===== src/rtl/pci_initiator_arbiter.sv =====
// pci_initiator_arbiter: round-robin sharing of one PCI core initiator port among NUM_REQ requesters.
// Define PCI_ARB_RETRY_LIMIT_EN to end a transfer with an error on the 16th consecutive retry.
module pci_initiator_arbiter #(
    parameter int NUM_REQ = 4,
    parameter int LEN_W   = 8
) (
    input  logic                     CLK,
    input  logic                     reset_n,
    input  logic [NUM_REQ-1:0]       req_i,
    input  logic [NUM_REQ-1:0]       dir_i,
    input  logic [NUM_REQ*30-1:0]    addr_i,
    input  logic [NUM_REQ*LEN_W-1:0] len_i,
    input  logic [NUM_REQ*32-1:0]    wdata_i,
    output logic [NUM_REQ-1:0]       gnt_o,
    output logic [NUM_REQ-1:0]       beat_o,
    output logic [NUM_REQ-1:0]       done_o,
    output logic                     err_o,
    output logic [31:0]              rdata_o,
    input  logic [31:0]              adio_out,
    output logic [31:0]              adio_in,
    output logic                     adio_oe,
    input  logic                     m_data,
    input  logic                     m_data_vld,
    input  logic                     m_addr_n,
    input  logic [39:0]              csr,
    output logic                     request,
    output logic                     requesthold,
    output logic                     complete,
    output logic                     m_ready,
    output logic                     m_wrdn,
    output logic [3:0]               m_cbe
);
    localparam int PW = (NUM_REQ > 2) ? 2 : 1;
    typedef enum logic [2:0] {IDLE, REQ, XFER, RTY, DONE} state_t;
    state_t               r_state;
    logic [PW-1:0]        r_ptr, r_idx, w_pick, w_off;
    logic [PW:0]          w_sum;
    logic [2*NUM_REQ-1:0] w_rot;
    logic [NUM_REQ-1:0]   r_gnt, r_beat, r_done;
    logic                 r_dir, r_err, r_request, r_complete, r_m_ready;
    logic                 r_fatal, r_retry, r_mdata_q;
    logic [29:0]          r_addr;
    logic [31:0]          r_rdata;
    logic [LEN_W-1:0]     w_len_raw;
    logic [LEN_W:0]       r_remain, w_len, w_rem_dec;
    logic                 w_fell, w_beat, w_addr_ph, w_wr_ph, w_lim, w_unused;
`ifdef PCI_ARB_RETRY_LIMIT_EN
    logic [3:0]           r_rcnt;
    assign w_lim = (r_rcnt == 4'hF);
`else
    assign w_lim = 1'b0;
`endif
    // rotate requests so the pointer sits at bit 0, then take the lowest set bit
    always_comb begin
        w_rot = {req_i, req_i} >> r_ptr;
        w_off = '0;
        for (int k = NUM_REQ - 1; k >= 0; k--)
            if (w_rot[k]) w_off = PW'(k);
        w_sum  = {1'b0, r_ptr} + {1'b0, w_off};
        w_pick = (w_sum >= (PW+1)'(NUM_REQ)) ? PW'(w_sum - (PW+1)'(NUM_REQ)) : w_sum[PW-1:0];
    end
    assign w_len_raw = len_i[w_pick*LEN_W +: LEN_W];
    assign w_len     = (w_len_raw == '0) ? {1'b1, {LEN_W{1'b0}}} : {1'b0, w_len_raw};
    assign w_fell    = r_mdata_q & ~m_data;
    assign w_beat    = (r_state == XFER) & m_data_vld;
    assign w_rem_dec = r_remain - {{LEN_W{1'b0}}, w_beat && (r_remain != '0)};
    assign w_addr_ph = (|r_gnt) & ~m_addr_n;
    assign w_wr_ph   = (r_state == XFER) & r_dir & m_data;
    assign m_cbe       = w_addr_ph ? {3'b011, r_dir} : 4'b0000;
    assign adio_in     = w_addr_ph ? {r_addr, 2'b00} : w_wr_ph ? wdata_i[r_idx*32 +: 32] : 32'd0;
    assign adio_oe     = w_addr_ph | w_wr_ph;
    assign m_wrdn      = r_dir & (|r_gnt);
    assign gnt_o       = r_gnt;
    assign beat_o      = r_beat;
    assign done_o      = r_done;
    assign err_o       = r_err;
    assign rdata_o     = r_rdata;
    assign request     = r_request;
    assign requesthold = 1'b0;
    assign complete    = r_complete;
    assign m_ready     = r_m_ready;
    assign w_unused    = ^{csr[37], csr[35:0], r_retry};
    always_ff @(posedge CLK or negedge reset_n) begin
        if (!reset_n) begin
            r_state    <= IDLE;
            r_ptr      <= '0;
            r_idx      <= '0;
            r_gnt      <= '0;
            r_beat     <= '0;
            r_done     <= '0;
            r_dir      <= 1'b0;
            r_err      <= 1'b0;
            r_request  <= 1'b0;
            r_complete <= 1'b0;
            r_m_ready  <= 1'b0;
            r_fatal    <= 1'b0;
            r_retry    <= 1'b0;
            r_mdata_q  <= 1'b0;
            r_addr     <= '0;
            r_rdata    <= '0;
            r_remain   <= '0;
`ifdef PCI_ARB_RETRY_LIMIT_EN
            r_rcnt     <= '0;
`endif
        end else begin
            r_m_ready <= 1'b1;
            r_mdata_q <= m_data;
            if (!m_addr_n) begin
                r_fatal <= 1'b0;
                r_retry <= 1'b0;
            end else if (m_data) begin
                r_fatal <= csr[39] | csr[38];
                r_retry <= csr[36];
            end
            r_beat <= w_beat ? r_gnt : '0;
            if (w_beat && !r_dir) r_rdata <= adio_out;
            r_request <= 1'b0;
            r_done    <= '0;
            r_err     <= 1'b0;
            case (r_state)
                IDLE: if (|req_i) begin
                    r_state    <= REQ;
                    r_gnt      <= {{(NUM_REQ-1){1'b0}}, 1'b1} << w_pick;
                    r_idx      <= w_pick;
                    r_dir      <= dir_i[w_pick];
                    r_addr     <= addr_i[w_pick*30 +: 30];
                    r_remain   <= w_len;
                    r_request  <= 1'b1;
                    r_complete <= (w_len <= (LEN_W+1)'(1));
`ifdef PCI_ARB_RETRY_LIMIT_EN
                    r_rcnt     <= '0;
`endif
                end
                REQ: r_state <= XFER;
                XFER: begin
                    if (w_beat) begin
                        r_remain <= w_rem_dec;
                        r_addr   <= r_addr + 30'd1;
                    end
                    // a beat in the same cycle as the falling edge is counted before deciding
                    if (w_fell && (r_fatal || w_rem_dec == '0 || w_lim)) begin
                        r_state    <= DONE;
                        r_done     <= r_gnt;
                        r_err      <= r_fatal | (w_rem_dec != '0);
                        r_complete <= 1'b0;
                    end else if (w_fell) begin
                        r_state    <= RTY;
                        r_complete <= 1'b0;
`ifdef PCI_ARB_RETRY_LIMIT_EN
                        r_rcnt     <= r_rcnt + 4'd1;
`endif
                    end else begin
                        r_complete <= (w_rem_dec <= (LEN_W+1)'(1));
                    end
                end
                RTY: begin
                    r_state    <= REQ;
                    r_request  <= 1'b1;
                    r_complete <= (r_remain <= (LEN_W+1)'(1));
                end
                DONE: begin
                    r_state    <= IDLE;
                    r_gnt      <= '0;
                    r_complete <= 1'b0;
                    r_ptr      <= (r_idx == PW'(NUM_REQ - 1)) ? '0 : r_idx + PW'(1);
                end
                default: r_state <= IDLE;
            endcase
        end
    end
endmodule


===== config.mk =====
export PLATFORM = sky130hd
export DESIGN_NAME = pci_initiator_arbiter
export DESIGN_NICKNAME = d
export VERILOG_FILES = /design/src/rtl/pci_initiator_arbiter.sv
export SDC_FILE = /design/constraint.sdc
export NUM_CORES = 1
export LEC_CHECK = 0
export ABC_AREA = 1
export CORE_AREA = 2 2 175 177
export CTS_CLUSTER_SIZE = 12
export DETAILED_ROUTE_END_ITERATION = 8
export DIE_AREA = 0 0 177 179
export GPL_TIMING_DRIVEN = 1
export PLACE_DENSITY = 0.56
export SLEW_MARGIN = 30
export SYNTH_ARGS = -nofsm -noshare
export SYNTH_HDL_FRONTEND = slang
export SYNTH_SLANG_ARGS = --single-unit

===== constraint.sdc =====
create_clock -name CLK -period 2.85 [get_ports CLK]
set_input_delay 0.57 -clock CLK [delete_from_list [all_inputs] [get_ports CLK]]
set_output_delay 0.57 -clock CLK [all_outputs]
set_load 0.02 [all_outputs]

Word-level counts from Yosys, hierarchy flattened
Cells that the tools add are included.
{"block": "classes", "mul": 1, "add_sub_neg": 5, "n_shift": 5, "n_reduce_logical": 20, "order_cmp": 5, "eq_ne": 9, "bitwise_logic": 11, "n_mux": 37}
{"cell": "variable part select 128 x 8 -> 32 bit", "n": 1}
{"cell": "variable part select 120 x 8 -> 30 bit", "n": 1}
{"cell": "2-to-1 mux 32 bit", "n": 2}
{"cell": "2-to-1 mux 30 bit", "n": 2}
{"cell": "one-hot mux 30 bit (2 select lines)", "n": 1}
{"cell": "variable part select 32 x 6 -> 8 bit", "n": 1}
{"cell": "adder 30 x 1 -> 30 bit, second input constant", "n": 1}
{"cell": "less-or-equal comparator 9 x 1 -> 1 bit, second input constant", "n": 3}
{"cell": "2-to-1 mux 9 bit", "n": 3}
{"cell": "one-hot mux 9 bit (2 select lines)", "n": 1}
{"cell": "nonzero test 9 bit", "n": 2}
{"cell": "2-to-1 mux 4 bit", "n": 4}
{"cell": "2-to-1 mux 2 bit", "n": 6}
{"cell": "2-to-1 mux 3 bit", "n": 4}
{"cell": "one-hot mux 3 bit (4 select lines)", "n": 1}
{"cell": "zero test 9 bit", "n": 1}
{"cell": "2-to-1 mux 1 bit", "n": 9}
{"cell": "subtractor 9 x 1 -> 9 bit", "n": 1}
{"cell": "zero test 8 bit", "n": 1}
{"cell": "one-hot mux 4 bit (2 select lines)", "n": 1}
{"cell": "AND reduction 2 bit", "n": 4}
{"cell": "OR reduction 4 bit", "n": 2}
{"cell": "right shift 8 x 2 -> 4 bit", "n": 1}
{"cell": "AND 1 bit", "n": 6}
{"cell": "other kinds (25)", "n": 34}
{"block": "totals", "ff_bits": 97, "out_inout_bits": 87, "elab_cells": 109, "in_bits": 365}

Depth between registers and ports, before layout
{"block": "depth", "word_depth": 14, "mapped_depth": 20, "mapped_depth_nobuf": 19}

Least setup slack after synthesis
Ideal clock, no wire load.
{"block": "synth_path", "path_type": "input port to flip-flop", "startpoint": "input req_i[3]", "endpoint": "register r_addr[25]", "path_buffers": 3, "path_stages": 15, "arrival_time_ns": 2.367, "path_slack_ns": 0.405, "path_cell_list": "nand2_1 nand3_1 nand2_1 nand3_1 a21boi_0 ha_1 buf_2 clkbuf_1 buf_1 nand2_1 nand3_1 nand3_1 nand2_1 inv_1 a21oi_1"}
{"block": "synth_between", "elab_chain_len": 12, "elab_cells_between_ends": 16}
{"item": "from (decl)", "line": "9", "text": "input logic [NUM_REQ-1:0] req_i,"}
{"item": "right shift 8 x 2 -> 4 bit *", "line": "55", "text": "w_rot = {req_i, req_i} >> r_ptr;"}
{"item": "2-to-1 mux 2 bit (3 in series)", "line": "58", "text": "if (w_rot[k]) w_off = PW'(k);"}
{"item": "2-to-1 mux 2 bit *", "line": "58"}
{"item": "adder 2 x 2 -> 3 bit *", "line": "59", "text": "w_sum = {1'b0, r_ptr} + {1'b0, w_off};"}
{"item": ">= comparator 3 bit or subtractor 2 x 1 -> 2 bit (tied branches)", "line": "60", "text": "w_pick = (w_sum >= (PW+1)'(NUM_REQ)) ? PW'(w_sum - (PW+1)'(NUM_REQ)) : w_sum[PW-1:0];"}
{"item": "2-to-1 mux 2 bit *", "line": "60"}
{"item": "via w_pick[0]", "line": "36", "text": "logic [PW-1:0] r_ptr, r_idx, w_pick, w_off;"}
{"item": "multiplier 2 x 4 -> 6 bit *", "line": "126", "text": "r_addr <= addr_i[w_pick*30 +: 30];"}
{"item": "variable part select 120 x 8 -> 30 bit *", "line": "126"}
{"item": "2-to-1 mux 30 bit *", "line": "121", "text": "IDLE: if (|req_i) begin"}
{"item": "one-hot mux 30 bit (2 select lines) *", "line": "120", "text": "case (r_state)"}
{"item": "to (signal assigned)", "line": "126"}
{"item": "to (signal assigned)", "line": "138", "text": "r_addr <= r_addr + 30'd1;"}
{"item": "to (decl)", "line": "42", "text": "logic [29:0] r_addr;"}
Mark *: on every way through the listed nets, which the timed path passes. The rest lies on a longest branch. The select of a mux whose other input is x is not followed.
A chain may end at the register's enable or synchronous reset.

Worst setup path in the final report
{"block": "layout_path", "startpoint": "register r_state[2]", "endpoint": "output adio_in[3]"}
{"block": "layout_between", "elab_chain_len": 5}
{"item": "from (decl)", "line": "35", "text": "state_t r_state;"}
{"item": "from (signal assigned)", "line": "85", "text": "r_state <= IDLE;"}
{"item": "from (signal assigned)", "line": "122", "text": "r_state <= REQ;"}
{"item": "from (signal assigned)", "line": "134", "text": "REQ: r_state <= XFER;"}
{"item": "== test 3 x 2 -> 1 bit", "line": "68", "text": "assign w_wr_ph = (r_state == XFER) & r_dir & m_data;"}
{"item": "AND 1 bit (2 in series)", "line": "68"}
{"item": "2-to-1 mux 32 bit (2 in series)", "line": "70", "text": "assign adio_in = w_addr_ph ? {r_addr, 2'b00} : w_wr_ph ? wdata_i[r_idx*32 +: 32] : 32'd0;"}
{"item": "to (decl)", "line": "20", "text": "output logic [31:0] adio_in,"}
Every way passes these cells.

==> PnR_summary.wiki <==
{| class="wikitable"
! Metric !! Value
|-
| Final critical-path setup slack || 0.114 ns
|-
| CTS max path bufs || 2
|-
| CP Class || flip-flop to primary output
|-
| Accumulated negative setup slack || 0 ns
|-
| Origin of the critical flop-to-flop path || r_remain[5]
|-
| Data required, critical path || 2.28 ns
|-
| Detailed Routing Iterations Pass 1 || 5
|-
| Maximum operating frequency || roughly 370 MHz
|-
| GR met3 Demand/Resource || 0.0433
|-
| Grt met2 use || 0.340
|-
| Width of the die || 177 um
|-
| Initial antenna violation count || 0
|-
| Most frequent cells in the layout || sky130_fd_sc_hd__clkdlybuf4s50_1 (375), sky130_fd_sc_hd__nand2_1 (318), sky130_fd_sc_hd__nand3_1 (119)
|-
| Min Clock Period, post-route || 2.74 ns
|-
| GRT Residual Overflow || 0
|-
| Vias per Instance || 4.75
|-
| Overall die area || roughly 32000 sq um
|-
| Placeable core region || 30000 sq um
|-
| Count of endpoints failing hold in the final timing report || 0
|-
| HPWL Detailed || 27500 um
|-
| Top delay family on crit path || buffers and inverters
|-
| Signal arrival time at the worst endpoint || 2.17 ns
|-
| Power density normalized to cell area || 1220 nW/um^2
|-
| Kind of path behind the tightest hold check || primary input to async pin
|-
| Insertion delay to the later sink of the worst-skew pair || 0.36 ns
|-
| # H-tree levels || 3
|-
| Pin count of the biggest net entering global routing || 65
|-
| Fill cell count || ~3100
|-
| Routed WL per cell || ~18 um
|-
| Most common cell after layout, fill and taps aside || sky130_fd_sc_hd__clkdlybuf4s50_1
|-
| Combined global-route utilization of all metal layers || 0.203
|-
| Vias || 9096
|-
| Clock Sink Count || 97
|-
| Syn_area_per_cell || 6.92 sq um
|-
| Static Leakage || 5.66 nW
|-
| Buffers added on ports || between 400 and 500
|-
| Largest stage delay, worst path || 0.43 ns
|-
| Cell total after placement || 1895
|-
| Final-layout worst hold slack || 0.0155 ns
|-
| Share of final-layout standard cells stronger than drive strength 1 || 0.115
|-
| Actual transition at the worst max-transition pin || 0.578 ns
|-
| Placer congestion estimate || 0.865
|-
| Site Rows || 64
|-
| CTS tree || built
|-
| Final wirelength || about 34000 um
|-
| Number of max-cap violations || 0
|-
| Initial detailed-routing violation count || 543
|-
| Number of inserted diodes || 0
|-
| Nature of the critical path endpoint || primary output
|-
| Crit path max-delay cell type || sky130_fd_sc_hd__dfrtp_1
|-
| Met1 Track Usage GR || 0.270
|-
| Count of state elements after synthesis || 97
|-
| I/O pin cnt || 452
|-
| Most Crowded Layer GR || met2
|-
| Outcome || completed
|-
| First-pass GRT wire length || roughly 50000 um
|-
| Clock transition at the register clock pins on the worst setup and hold paths after CTS || 0.09 ns
|-
| Kind of start point of the critical path || flip-flop
|-
| Setup slack of the worst register-to-register path || 0.25 ns
|-
| Highest ir drop seen on vdd || 0.589 mV
|-
| Share of the clock period used by the worst path after layout || 0.960
|-
| Count of distinct cell types in the synthesized netlist || 44
|-
| Number of remaining DRC errors || 0
|-
| CP max FO || 32
|-
| Cell chain of the critical path || nor2_4 -> inv_2 -> nor2_4 -> inv_1 -> nor3_2 -> nand2_1 -> buf_12 -> o22ai_1 -> clkdlybuf4s15_1
|-
| Antenna viol nets, final || 0
|-
| Total number of yosys warnings || 0
|-
| Number of cell instances on the worst register-to-register path || 14
|-
| Setup Skew || ~0.014 ns
|-
| Final setup violation count || 0
|-
| Area grow syn2layout || 69.1%
|-
| Cells after Synth || 1095
|-
| Initial Utilization || 0.252
|-
| Number of buffers and inverters on the critical path || 4
|-
| Worst slack after detailed placement || -0.354 ns
|-
| Clock root buffer || sky130_fd_sc_hd__clkbuf_16
|-
| Headroom to the max-slew limit || 0.614
|-
| Sequential cell area fraction in the yosys report || 0.321
|-
| Max-slew violation total from the final report || 0
|-
| Filler-free cell count of the finished design || 1914
|-
| Total standard cell area after synthesis || 7570 sq um
|-
| Cts bufs inserted || 9
|-
| Height of the die || ~180 um
|-
| Setup repair after global routing missed its margin || true
|-
| Capture point of the worst reg-to-reg path || done_o[1]
|-
| Most repeated library cell on the critical path || sky130_fd_sc_hd__nor2_4
|-
| Final total power || 15.7 mW
|-
| Final layout net count || approximately 1900
|-
| Number of global-route vias before repair || 8849
|}
-- area by class of cell --
cell class / instances / area (sq um) / share of cell area
multi-input combinational: 845 / 4550 / 0.355
inverter: 83 / 312 / 0.0243
sequential: 97 / 2430 / 0.190
timing repair buffer: 477 / 4710 / 0.368
tap: 396 / 495 / 0.0387
clock inverter: 7 / 81.3 / 0.00635
clock buffer: 9 / 225 / 0.0176
-- power breakdown --
group	switching, mW	internal, mW	leakage, nW
registers	0.495	2.01	1.17
clock network	0.646	0.632	0.150
logic	6.89	4.98	4.34
total	8.03	7.62	5.66
-- logic make-up (layout without fill, tap and decap cells) --
logic type                 after synthesis  count (layout)  synth area share
muxes                                   48              48            0.0687
AOI/OAI and AO/OA                      194             194             0.163
buffers and inverters                  154             576            0.0864
other                                    2               3          0.000992
xor gates and xnor gates                23              23            0.0276
adders and majority gates                5               5           0.00826
and+or+nand+nor                        572             572             0.325
DFF                                     97              97             0.321
-- Yosys cell counts, drive strengths merged --
library cell	n	area (sq um)
o21ai	34	170
o211ai	2	15.0
nand4	10	62.6
xor2	22	200
nand2	328	1260
inv	82	308
nor2	86	345
or2	1	6.26
clkbuf	42	158
ha	5	62.6
mux2i	16	160
o31ai	1	7.51
mux2	32	360
a31oi	16	100
a22oi	11	82.6
clkinv	1	3.75
nor4	8	50.1
a21boi	1	7.51
dfrtp	97	2430
xnor2	1	8.76
a21oi	60	304
conb	2	7.51
a32o	30	300
nand3	122	628
buf	29	185
o22ai	39	244
and3	1	6.26
nor3	16	100
-- registers in the layout, indices dropped and copies added, names as in the netlist, 2 cells and up --
signal    flops
gnt_o         4
beat_o        4
r_remain      9
r_ptr         2
r_addr       30
done_o        4
r_idx         2
rdata_o      32
r_state       3
-- how the worst max path moves through the flow --
stage | startpoint | end | slack, ns | depth (start not counted)
finish | r_state[2] | adio_in[3] | 0.11 | 9
detailed placement | m_data | adio_in[28] | -0.35 | 7
global route | r_remain[5] | done_o[1] | -0.03 | 14
CTS | r_state[2] | adio_in[18] | 0.004 | 9
global placement | m_data | adio_in[28] | -0.36 | 7
floorplan | req_i[3] | r_addr[25] | 0.41 | 15
-- per-stage QoR --
stage / util / instance area, sq um
final: 0.427 / 12800
after global routing: 0.427 / 12800
after floorplan: - / 7580
after detailed placement: 0.416 / 12500
after global placement: 0.416 / 12500
after CTS: 0.425 / 12800
-- timing repair --
action	CTS	global route
pin swaps	0	4
gates resized for setup	33	53
setup endpoints to repair	31	51
buffers inserted	0	3
hold buffers	0	0
-- routing by layer --
metal | routed length (um) | up-vias
met5 | 0 | -
met4 | 453 | 0
met3 | 2390 | 21
met2 | 15600 | 348
met1 | 15400 | 4181
li1 | - | 4546
Power figures use the tool's default switching activity.
